File: config.mk
export PLATFORM = sky130hd
export DESIGN_NAME = rds_msg_updater
export DESIGN_NICKNAME = d
export VERILOG_FILES = /design/src/rtl/rds_pkg.sv /design/src/rtl/rds_wrap_detect.sv /design/src/rtl/rds_msg_updater.sv
export SDC_FILE = /design/constraint.sdc
export NUM_CORES = 1
export LEC_CHECK = 0
export CORE_UTILIZATION = 30
export DETAILED_ROUTE_END_ITERATION = 8
export HOLD_SLACK_MARGIN = 0.06
export PLACE_DENSITY_LB_ADDON = 0.2
export SETUP_SLACK_MARGIN = 0.2
export SYNTH_ARGS = -nofsm -noshare
export SYNTH_HDL_FRONTEND = slang
export SYNTH_SLANG_ARGS = --single-unit
export TNS_END_PERCENT = 20
File: constraint.sdc
create_clock -name clk -period 2.55 [get_ports clk]
set_input_delay 0.51 -clock clk [delete_from_list [all_inputs] [get_ports clk]]
set_output_delay 0.51 -clock clk [all_outputs]
set_load 0.02 [all_outputs]
File: src/rtl/rds_pkg.sv
// Shared constants, FSM encoding and offset helper for the RDS message updater.
package rds_pkg;
    localparam logic [7:0]  c_cmd_write   = 8'hA5;
    localparam int unsigned c_bank_bit    = 9;
    localparam int unsigned c_max_msg_len = 512;

    typedef logic [c_bank_bit-1:0] off_t;
    typedef logic [c_bank_bit:0]   mem_addr_t;

    typedef enum logic [2:0] {
        IDLE,
        ADDR_HI,
        ADDR_LO,
        LEN,
        DATA,
        PEND,
        SYNC
    } state_t;

    function automatic off_t start_offset(input off_t start, input int unsigned len);
        return off_t'(32'(start) % len);
    endfunction
endpackage

File: src/rtl/rds_wrap_detect.sv
// Registers the modulator read address and flags the last->first message wrap; one-cycle pulse, combinational on rds_addr.
// No backpressure: pure observer of the modulator address.
module rds_wrap_detect
    import rds_pkg::*;
#(
    parameter int unsigned c_rds_msg_len = 260
) (
    input  logic       clk,
    input  logic       rst_n,
    input  logic [8:0] rds_addr,
    output logic       wrap
);
    localparam off_t c_last = off_t'(c_rds_msg_len - 1);

    off_t rds_addr_q;

    always_ff @(posedge clk or negedge rst_n) begin
        if (!rst_n) begin
            rds_addr_q <= '0;
        end else begin
            rds_addr_q <= rds_addr;
        end
    end

    assign wrap = (rds_addr_q == c_last) && (rds_addr == '0);
endmodule

File: src/rtl/rds_msg_updater.sv
// Host frames fill the shadow message bank; the bank swap lands on a message wrap, then the new active bank is copied into the shadow.
// Host writes appear one cycle after acceptance; s_ready is held low while waiting for the wrap and during the copy.
module rds_msg_updater
    import rds_pkg::*;
#(
    parameter int unsigned c_rds_msg_len = 260,
    parameter logic [7:0]  c_cmd_write   = rds_pkg::c_cmd_write
) (
    input  logic       clk,
    input  logic       rst_n,
    input  logic [7:0] s_data,
    input  logic       s_valid,
    output logic       s_ready,
    input  logic [8:0] rds_addr,
    output logic       rd_bank,
    output logic [9:0] mem_addr,
    output logic [7:0] mem_wdata,
    output logic       mem_we,
    input  logic [7:0] mem_rdata,
    output logic       busy,
    output logic       err
);
    localparam off_t       c_last      = off_t'(c_rds_msg_len - 1);
    localparam logic [9:0] c_copy_last = 10'(2 * c_rds_msg_len - 1);

    state_t     state, state_nx;
    logic       ready_en;
    logic       xfer;
    logic       wrap;
    logic       start_msb;
    off_t       ptr;
    logic [7:0] len_q;
    logic [7:0] cnt;
    logic [9:0] copy_cnt;
    mem_addr_t  wr_addr_q;
    logic [7:0] wr_data_q;
    logic       wr_we_q;
    logic       err_q;
    logic       bank_q;

    rds_wrap_detect #(
        .c_rds_msg_len(c_rds_msg_len)
    ) u_wrap_detect (
        .clk     (clk),
        .rst_n   (rst_n),
        .rds_addr(rds_addr),
        .wrap    (wrap)
    );

    always_ff @(posedge clk or negedge rst_n) begin
        if (!rst_n) begin
            state <= IDLE;
        end else begin
            state <= state_nx;
        end
    end

    always_comb begin
        state_nx = state;
        s_ready  = 1'b0;
        case (state)
            IDLE, ADDR_HI, ADDR_LO, LEN, DATA: s_ready = ready_en;
            default:                           s_ready = 1'b0;
        endcase
        xfer = s_valid && s_ready;
        case (state)
            IDLE:    if (xfer && (s_data == c_cmd_write)) state_nx = ADDR_HI;
            ADDR_HI: if (xfer) state_nx = ADDR_LO;
            ADDR_LO: if (xfer) state_nx = LEN;
            LEN:     if (xfer) state_nx = DATA;
            DATA:    if (xfer && (cnt == len_q)) state_nx = PEND;
            PEND:    if (wrap) state_nx = SYNC;
            SYNC:    if (copy_cnt == c_copy_last) state_nx = IDLE;
            default: state_nx = IDLE;
        endcase
    end

    always_ff @(posedge clk or negedge rst_n) begin
        if (!rst_n) begin
            ready_en  <= 1'b0;
            start_msb <= 1'b0;
            ptr       <= '0;
            len_q     <= '0;
            cnt       <= '0;
            copy_cnt  <= '0;
            wr_addr_q <= '0;
            wr_data_q <= '0;
            wr_we_q   <= 1'b0;
            err_q     <= 1'b0;
            bank_q    <= 1'b0;
        end else begin
            ready_en <= 1'b1;
            wr_we_q  <= 1'b0;
            err_q    <= (state == IDLE) && xfer && (s_data != c_cmd_write);
            case (state)
                ADDR_HI: if (xfer) start_msb <= s_data[0];
                ADDR_LO: if (xfer) ptr <= start_offset({start_msb, s_data}, c_rds_msg_len);
                LEN: begin
                    if (xfer) begin
                        len_q <= s_data;
                        cnt   <= '0;
                    end
                end
                DATA: begin
                    if (xfer) begin
                        wr_we_q   <= 1'b1;
                        wr_addr_q <= {~bank_q, ptr};
                        wr_data_q <= s_data;
                        ptr       <= (ptr == c_last) ? '0 : ptr + 1'b1;
                        cnt       <= cnt + 1'b1;
                    end
                end
                PEND: begin
                    if (wrap) begin
                        bank_q   <= ~bank_q;
                        copy_cnt <= '0;
                    end
                end
                SYNC:    copy_cnt <= copy_cnt + 1'b1;
                default: ;
            endcase
        end
    end

    // Copy alternates a read of the active bank with a write of the shadow bank at the same offset.
    always_comb begin
        mem_addr  = wr_addr_q;
        mem_we    = wr_we_q;
        mem_wdata = wr_data_q;
        if (state == SYNC) begin
            mem_addr  = {copy_cnt[0] ? ~bank_q : bank_q, copy_cnt[9:1]};
            mem_we    = copy_cnt[0];
            mem_wdata = copy_cnt[0] ? mem_rdata : 8'h00;
        end
    end

    assign rd_bank = bank_q;
    assign busy    = (state != IDLE);
    assign err     = err_q;
endmodule
# Word level (Yosys, flattened, before mapping)
# Cells that the tools add are included.
# op_classes
n_addsub	3
div	1
n_eq_ne	20
muxes	25
bitwise	1
n_reduce_logical	21
# op_table
op	n
9-bit by 9-bit remainder unit with 32-bit output, second input constant	1
8-bit two-way mux	4
9-bit two-way mux	3
3-bit two-way mux	7
3-bit one-hot mux with 7 select lines	1
10-bit two-way mux	2
10-bit one-hot mux with 2 select lines	1
9-bit equality test, second input constant	2
9-bit one-hot mux with 2 select lines	1
8-bit one-hot mux with 2 select lines	1
2-bit inequality test, second input constant	7
10-bit by 1-bit adder with 10-bit output, second input constant	1
10-bit equality test, second input constant	1
2-bit AND reduction	5
9-bit by 1-bit adder with 9-bit output, second input constant	1
3-bit equality test, second input constant	3
9-bit logical NOT	1
8-bit by 1-bit adder with 8-bit output, second input constant	1
8-bit equality test	1
8-bit equality test, second input constant	1
8-bit inequality test, second input constant	1
7-bit AND reduction	1
3-bit by 2-bit equality test with 1-bit output, second input constant	2
1-bit logical AND	6
9 further kinds	16
# totals
register_bits	70
input_bits	28
out_inout_bits	23
word_cells	84

# Longest topological paths before layout
# Gate-level depths: netlist of run 1.
# depth
word_depth	7
mapped_depth	8
mapped_depth_nobuf	8

# By module
# Synthesis of run 1 repeated with hierarchy kept, for this count alone.
# hier_totals
hier_cells	407
hier_area_um2	3608.5
# modules_own_cells
mod	n_inst	cells_each	area_each_um2	seq_area_each_um2
rds_msg_updater	1	391	3318.2	1526.5
rds_wrap_detect	1	16	290.3	225.2

# Least setup slack after synthesis of run 1
# OpenSTA, ideal clock, no wires.
# synth_timing
kind	input -> register
startpoint	in s_data[6]
endpoint	reg ptr[7]
arrival_time_ps	2328
t_required_ps	2424
setup_slack_ps	96
path_stages	8
cell_sequence	or4_1 > or3_1 > ha_1 > nor4b_1 > nor2b_1 > nand2b_1 > xnor2_1 > a221o_1
# synth_via
elab_chain_len	3
# synth_lines
element	line_no	rtl
start, declared	rds_msg_updater.sv:11	input logic [7:0] s_data,
9-bit by 9-bit remainder unit with 32-bit output	rds_pkg.sv:21	return off_t'(32'(start) % len);
9-bit two-way mux	rds_msg_updater.sv:97	ADDR_LO: if (xfer) ptr <= start_offset({start_msb, s_data}, c_rds_msg_len);
9-bit one-hot mux with 2 select lines	rds_msg_updater.sv:95	case (state)
end signal, assigned	rds_msg_updater.sv:97	
end signal, assigned	rds_msg_updater.sv:109	ptr <= (ptr == c_last) ? '0 : ptr + 1'b1;
end, declared	rds_msg_updater.sv:31	off_t ptr;
# Every way passes these cells. The select of a mux whose other input is x is not followed.
# A chain may end at the register's enable or synchronous reset.

# Final worst setup path of run 1
# layout_timing
startpoint	reg state[1]
endpoint	out mem_wdata[6]
# layout_via
elab_chain_len	2
# layout_lines
element	line_no	rtl
start, declared	rds_msg_updater.sv:26	state_t state, state_nx;
start signal, assigned	rds_msg_updater.sv:54	state <= state_nx;
3-bit equality test	rds_msg_updater.sv:130	if (state == SYNC) begin
8-bit two-way mux	rds_msg_updater.sv:130	
end, declared	rds_msg_updater.sv:17	output logic [7:0] mem_wdata,
# Every way passes these cells.

==> results of run 1 <==
==> cells in the mapped netlist (all sizes together), types with 8 or more instances <==
cell type / count
mux2: 10
a21oi: 8
a22o: 9
dfrtp: 70
and3: 9
xor2: 8
nand3: 16
nand2b: 8
xnor2: 13
nor2: 25
o21ai: 21
clkbuf: 16
nand2: 114
==> final timing paths <==
kind	startpoint	to	slack (ns)	cells after the start
setup / recovery	state[1]	mem_wdata[6]	0.14	6
max in group asynchronous	rst_n	ptr[8]	2.03	2
hold reg to reg	wr_addr_q[1]	wr_addr_q[1]	0.47	2
hold / removal	rst_n	copy_cnt[7]	0.19	2
setup reg to reg	ptr[4]	ptr[7]	0.38	5
min in group clk	wr_addr_q[1]	wr_addr_q[1]	0.47	2
==> kinds of logic (layout without fill, tap and decap cells) <==
group	count (synthesis)	in the layout	synth area share, %
simple gates	210	210	26.9
buf+inv	22	99	3.02
fa+ha+maj	4	4	1.37
compound gates	63	63	12.4
xor+xnor	21	21	5.04
flops	70	70	48.0
mux	10	10	3.09
other cells	1	1	0.103
==> registers in the layout, indices dropped and copies added (netlist names), 3 cells and up <==
signal and flops:
state 3, cnt 8, ptr 9, wr_data_q 8, len_q 8, wr_addr_q 10
copy_cnt 10, u_wrap_detect.rds_addr_q 9
==> metrics by stage <==
stage	TNS (ns)	power, uW	area, um2	std cells
after floorplan	0	2900	3690	401
after global placement	-1.78	3600	4500	605
after detailed placement	-1.80	3640	4500	605
after CTS	0	5040	4830	621
after global routing	0	5310	4840	621
final	0	4980	4840	621
==> area by class of cell <==
class	instances	area, um2	area share [%]
multi-input cells	309	1830	37.8
flip-flops and latches	70	1750	36.2
repair buffers	78	723	15.0
clock buffers	11	253	5.23
well taps	143	179	3.70
clock inverters	5	81.3	1.68
inverters	5	18.8	0.388
==> metal layers <==
metal	vias to the layer above	routed length, um	track usage (%)
met5	-	0	0
met3	13	387	3.19
met2	72	4370	25.8
met1	1479	4410	20.8
li1	1532	-	-
met4	0	143	5.78
==> worst reg2reg max path: cells and delay by family, from the launching register on <==
kind / cells / cell delay (ns)
AO/OA/AOI/OAI: 3 / 0.93
AND/OR/NAND/NOR: 1 / 0.57
flip-flops: 1 / 0.45
buffers and inverters: 1 / 0.11
==> power by group through the flow <==
stage | Clock, uW | Sequential [uW] | Combinational [uW]
floorplan | 0 | 1720 | 1180
global placement | 0 | 1810 | 1790
CTS | 1410 | 1810 | 1820
global route | 1450 | 1870 | 2000
detailed placement | 0 | 1830 | 1810
finish | 1380 | 1810 | 1790
==> what timing repair did <==
| item | CTS | global route |
|---|---|---|
| pin swaps | 4 | 0 |
| setup endpoints to repair | 27 | 22 |
| hold buffers | 0 | 0 |
| gates resized for setup | 13 | 3 |
==> flow_metrics.py, run 1 <==
metrics = {
    "critical_path": {
        "critical_path.endpoint_type": "primary output",
        "worst-setup-path-type": "flip-flop to primary output",
        "cell_with_the_largest_stage_delay_on_the_worst_path": "clkdlybuf4s50_1",
        "critical_path_required_ns": 2.04,
        "arrival_ns": 1.90,
        "crit_chain": "nand2_1, nor2_1, buf_6, nand3_1, nand2_1, clkdlybuf4s50_1",
        "crit_path_start_kind": "flip-flop",
        "worst_path_dominant_cell_family": "buffers and inverters",
        "critPathMaxStageDelay_ns": 0.60,
        "worst-path-buf-inv": 2,
        "highest_fanout_seen_on_the_critical_path": 25,
        "critical_path.most_common_cell": "nand2_1",
    },
    "clock_network": {
        "ctsHtreeMaxLevel": 3,
        "cts-root-buf": "clkbuf_16",
        "ctsLongestPathBuffers": 2,
        "post_cts.repair.setup_buffers": 0,
        "clock_sinks": 70,
        "clk-insertion-delay-late_ns": 0.33,
        "cts_tree": "done",
        "cts_buffers": 9,
        "clkTransAtPathRegs_ns": 0.05,
    },
    "sta": {
        "worst_slack_ns": 0.143,
        "finalSetupViolations": 0,
        "rsz0062_at_grt": "yes",
        "worst_pin_slew_ns": 0.949,
        "maxSlewHeadroom_pct": 36.4,
        "period_minus_slack_ns": 2.41,
        "highest_achievable_clock_rate_ghz": 0.415,
        "hold_slack_ns": 0.190,
        "min_period_over_period_pct": 94.4,
        "clock_skew_ns": 0.00819,
        "finalHoldViolations": 0,
        "timing.final.max_slew_violations": 0,
    },
    "grt": {
        "grt_antenna_before_repair": 0,
        "globalRoute.totalOverflow": 0,
        "grt_pass1_vias": 3094,
        "grt_start_max_net_pins": 71,
        "wire_length_of_the_first_global_routing_pass_mm": 15.5,
        "grt.total_usage_pct": 15.8,
    },
    "power_and_ir_drop": {
        "leakage_uw": 0.00225,
        "p_per_area_nw_per_um2": 1030,
        "power_frac_seq_pct": 36.3,
        "switching_share_of_power_pct": 35.2,
        "p_clk_share_pct": 27.7,
        "power.ir.vdd_worst_mv": 0.439,
        "internal_power_uw": 3220,
        "combinationalPowerShare_pct": 36.0,
        "power.net_switching_uw": 1750,
    },
    "detailed_routing": {
        "wirelength_mm": 9.31,
        "avgViaCountPerCell": 4.99,
        "postRouteAntennaNets": 0,
        "drt-pass1-iter-count": 6,
        "drt_first_iter_violations": 139,
        "post_drt_wl_per_cell_um": 15.0,
        "routed-via-count": 3096,
        "detail_route.drc_violations": 4,
    },
    "place": {
        "buffer_ports.inserted": 50,
        "setup_slack_at_placement_ns": -0.356,
        "gp_congestion": 0.808,
        "dp_hpwl_mm": 6.76,
    },
    "synth": {
        "yosysSeqAreaShare_pct": 48.0,
        "total_of_flip_flops_plus_latches_after_synthesis": 70,
        "synthCells": 401,
        "yosysWarningCount": 0,
        "commonest_register_cell_after_synthesis": "dfrtp_1",
        "synth_top_area_share_pct": 48.0,
        "syn-cell-area_um2": 3650,
        "yosys.cell_types.count": 53,
        "synth.avg_cell_area_um2": 9.09,
        "post_synthesis_cell_type_with_the_largest_combined_area": "dfrtp_1",
        "ys_top_cells_by_area": "dfrtp_1 48%, nand2_1 12%, xnor2_1 3.1%",
        "mappedNetlistNets": 433,
        "async_flop_share_pct": 100,
        "synth_enable_flop_cells": 0,
    },
    "layout": {
        "post-route-util_pct": 41.7,
        "drive_gt1_share_pct": 15.3,
        "mostFrequentLayoutCells": "114 x nand2_1, 70 x dfrtp_1, 41 x clkdlybuf4s50_1",
        "layout.cells.most_common": "nand2_1",
        "layout-area-overhead-vs-synth_pct": 32.7,
        "num_antenna_cells": 0,
        "nets": 505,
        "final.fill_count": 1170,
    },
    "floorplan": {
        "std_cell_rows": 39,
        "starting_utilization_of_the_core_area_pct": 31.4,
        "floorplan.io_pins": 51,
        "die_w_um": 112,
        "floorplan.die_area_um2": 12600,
        "core_area_um2": 11600,
        "dieHeight_um": 112,
    },
    "run_status": {
        "outcome": "finished, violations left",
        "failed_checks": "DRC",
    },
    "flow_run": {
        "maxCapViolations": 0,
    },
    "min_path": {
        "timing.hold.worst.class": "input port to async pin",
    },
}
No activity file was read; power rests on OpenSTA's default activity.
==> run 2: changes to the inputs <==
SKIP_LAST_GASP = 1   (was not set)
==> results of run 2 <==
Same layout as run 1: the final DEF is identical, and so are final timing and power.
==> run 3: changes to the inputs <==
clock period = 2.12 ns   (was 2.55 ns; I/O delays follow)
==> run 3 against run 2 <==
Net effect: the flow finishes with violations (DRC, setup timing); hold slack worse by 0.093 ns; cell area up 5.1%; register-to-register slack worse by 0.24 ns; power rose by 20%; utilization increased by 2.1 points; clock power barely moved; sequential share of layout area shrank 1.7 points; first-iteration DRC count up 2.2%; clock skew decreased by 0.0021 ns; critical path type is now input port to flip-flop; die area stayed put; wire length grew 6.7%; largest power group is now combinational logic.
==> flow_metrics.py, run 3 (synthesis results as in run 1) <==
metrics = {
    "min_path": {
        "timing.hold.worst.class": "input port to async pin",
    },
    "sta": {
        "finalHoldViolations": 0,
        "finalSetupViolations": 2,
        "worst_slack_ns": -0.0267,
        "min_period_over_period_pct": 101,
        "rsz0062_at_grt": "yes",
        "timing.final.max_slew_violations": 0,
        "clock_skew_ns": 0.00609,
        "highest_achievable_clock_rate_ghz": 0.466,
        "period_minus_slack_ns": 2.15,
    },
    "floorplan": {
        "floorplan.die_area_um2": 12600,
        "std_cell_rows": 39,
        "core_area_um2": 11600,
        "starting_utilization_of_the_core_area_pct": 31.4,
        "die_w_um": 112,
        "dieHeight_um": 112,
        "floorplan.io_pins": 51,
    },
    "critical_path": {
        "worst-path-buf-inv": 1,
        "arrival_ns": 2.37,
        "crit_path_start_kind": "input port",
        "highest_fanout_seen_on_the_critical_path": 3,
        "critical_path.endpoint_type": "flip-flop",
        "worst_path_dominant_cell_family": "simple AND/OR/NAND/NOR gates",
        "crit_chain": "buf_6, or4_4, or3_4, ha_4, nor4b_4, nor2b_4, xnor2_1, o32ai_1, a22o_1",
        "critical_path_required_ns": 2.34,
        "critPathMaxStageDelay_ns": 0.54,
        "cell_with_the_largest_stage_delay_on_the_worst_path": "or4_4",
        "worst-setup-path-type": "input port to flip-flop",
    },
    "flow_run": {
        "maxCapViolations": 0,
    },
    "clock_network": {
        "cts_buffers": 9,
        "ctsLongestPathBuffers": 2,
        "clkTransAtPathRegs_ns": 0.06,
        "ctsHtreeMaxLevel": 3,
        "cts_tree": "done",
        "cts-root-buf": "clkbuf_16",
        "clk-insertion-delay-late_ns": 0.33,
        "holdBufCountCts": 0,
        "clock_sinks": 70,
    },
    "power_and_ir_drop": {
        "leakage_uw": 0.00240,
        "power.ir.vdd_worst_mv": 0.553,
        "p_per_area_nw_per_um2": 1170,
    },
    "layout": {
        "drive_gt1_share_pct": 27.1,
        "post-route-cell-area_um2": 5080,
        "post-route-util_pct": 43.8,
        "layout.cells.most_common": "nand2_1",
        "finalNonFillerCells": 649,
        "nets": 533,
        "mostFrequentLayoutCells": "105 x nand2_1, 69 x dfrtp_1, 49 x buf_4",
        "layout-area-overhead-vs-synth_pct": 39.5,
        "num_antenna_cells": 0,
        "reg.largest.list": "copy_cnt (10), wr_addr_q (10)",
    },
    "place": {
        "placedInstanceArea_um2": 4610,
        "buffer_ports.inserted": 50,
        "gp_congestion": 0.831,
        "dp_cells": 619,
        "dp_hpwl_mm": 6.88,
    },
    "grt": {
        "grt_pass1_vias": 3209,
        "globalRoute.totalOverflow": 0,
        "grt.total_usage_pct": 16.8,
        "grt_start_max_net_pins": 71,
        "grt_antenna_before_repair": 0,
        "wire_length_of_the_first_global_routing_pass_mm": 16.4,
    },
    "detailed_routing": {
        "drt-pass1-iter-count": 6,
        "post_drt_wl_per_cell_um": 15.3,
        "avgViaCountPerCell": 4.94,
        "wirelength_mm": 9.93,
        "postRouteAntennaNets": 0,
        "detail_route.drc_violations": 4,
        "routed-via-count": 3208,
        "drt_first_iter_violations": 142,
    },
    "run_status": {
        "outcome": "finished, violations left",
        "failed_checks": "DRC, setup timing",
    },
}
-- run 3: changes by cell type in the layout (fill, tap and decap cells not counted), moves of 6 or more --
cell	delta
buf_4	+23
clkdlybuf4s50_1	-17
buf_6	+10
nand2_1	-9
clkbuf_2	+7
nand2_2	+6
-- run 3: cell type report --
class	instances	area (um2)
Clock inverter	6	37.5
Multi-Input combinational cell	309	1930
Timing Repair Buffer	106	932
Inverter	5	18.8
Clock buffer	10	239
Tap cell	143	179
Fill cell	1143	6530
Sequential cell	70	1750
-- run 3: what timing repair did --
item / 4_1_cts / 5_1_grt
buffers inserted: 9 / 3
endpoints found under the setup margin: 30 / 33
gates cloned: 1 / 1
pin swaps: 10 / 10
resized for setup: 71 / 52
-- run 3: report_power, final --
| part | switching [uW] | internal [uW] | total, uW | leakage [uW] |
|---|---|---|---|---|
| combinational | 1240 | 1180 | 2420 | 0.00137 |
| sequential | 432 | 1740 | 2170 | 0.000892 |
| clock | 573 | 816 | 1390 | 0.000130 |
-- run 3: metrics by stage --
stage | worst slack [ns] | power [uW] | hold WS (ns) | setup TNS, ns
after floorplan | -0.169 | 3490 | 0.128 | -0.502
after global placement | -0.701 | 4440 | 0.459 | -4.61
after detailed placement | -0.732 | 4480 | 0.463 | -5.01
after CTS | -0.0296 | 5920 | 0.130 | -0.0371
after global routing | -0.0455 | 6380 | 0.146 | -0.193
final | -0.0267 | 5970 | 0.0968 | -0.0302
-- run 3: final timing paths --
kind                       slack (ns)           end  cells past startpoint         start
max in group asynchronous        1.70  wr_addr_q[7]                      2         rst_n
hold / removal                    0.1   copy_cnt[7]                      2         rst_n
setup reg to reg                 0.14        ptr[6]                      5        ptr[3]
setup / recovery                -0.03        ptr[6]                      9     s_data[3]
hold reg to reg                  0.47  wr_addr_q[1]                      2  wr_addr_q[1]
min in group clk                 0.47  wr_addr_q[1]                      2  wr_addr_q[1]
-- run 3: per-layer routing --
layer	up-vias	wire, um	global-route usage, %
met1	1558	4700	22.7
met3	10	336	3.89
met5	-	0	0
met4	0	127	5.24
li1	1589	-	-
met2	51	4770	26.6
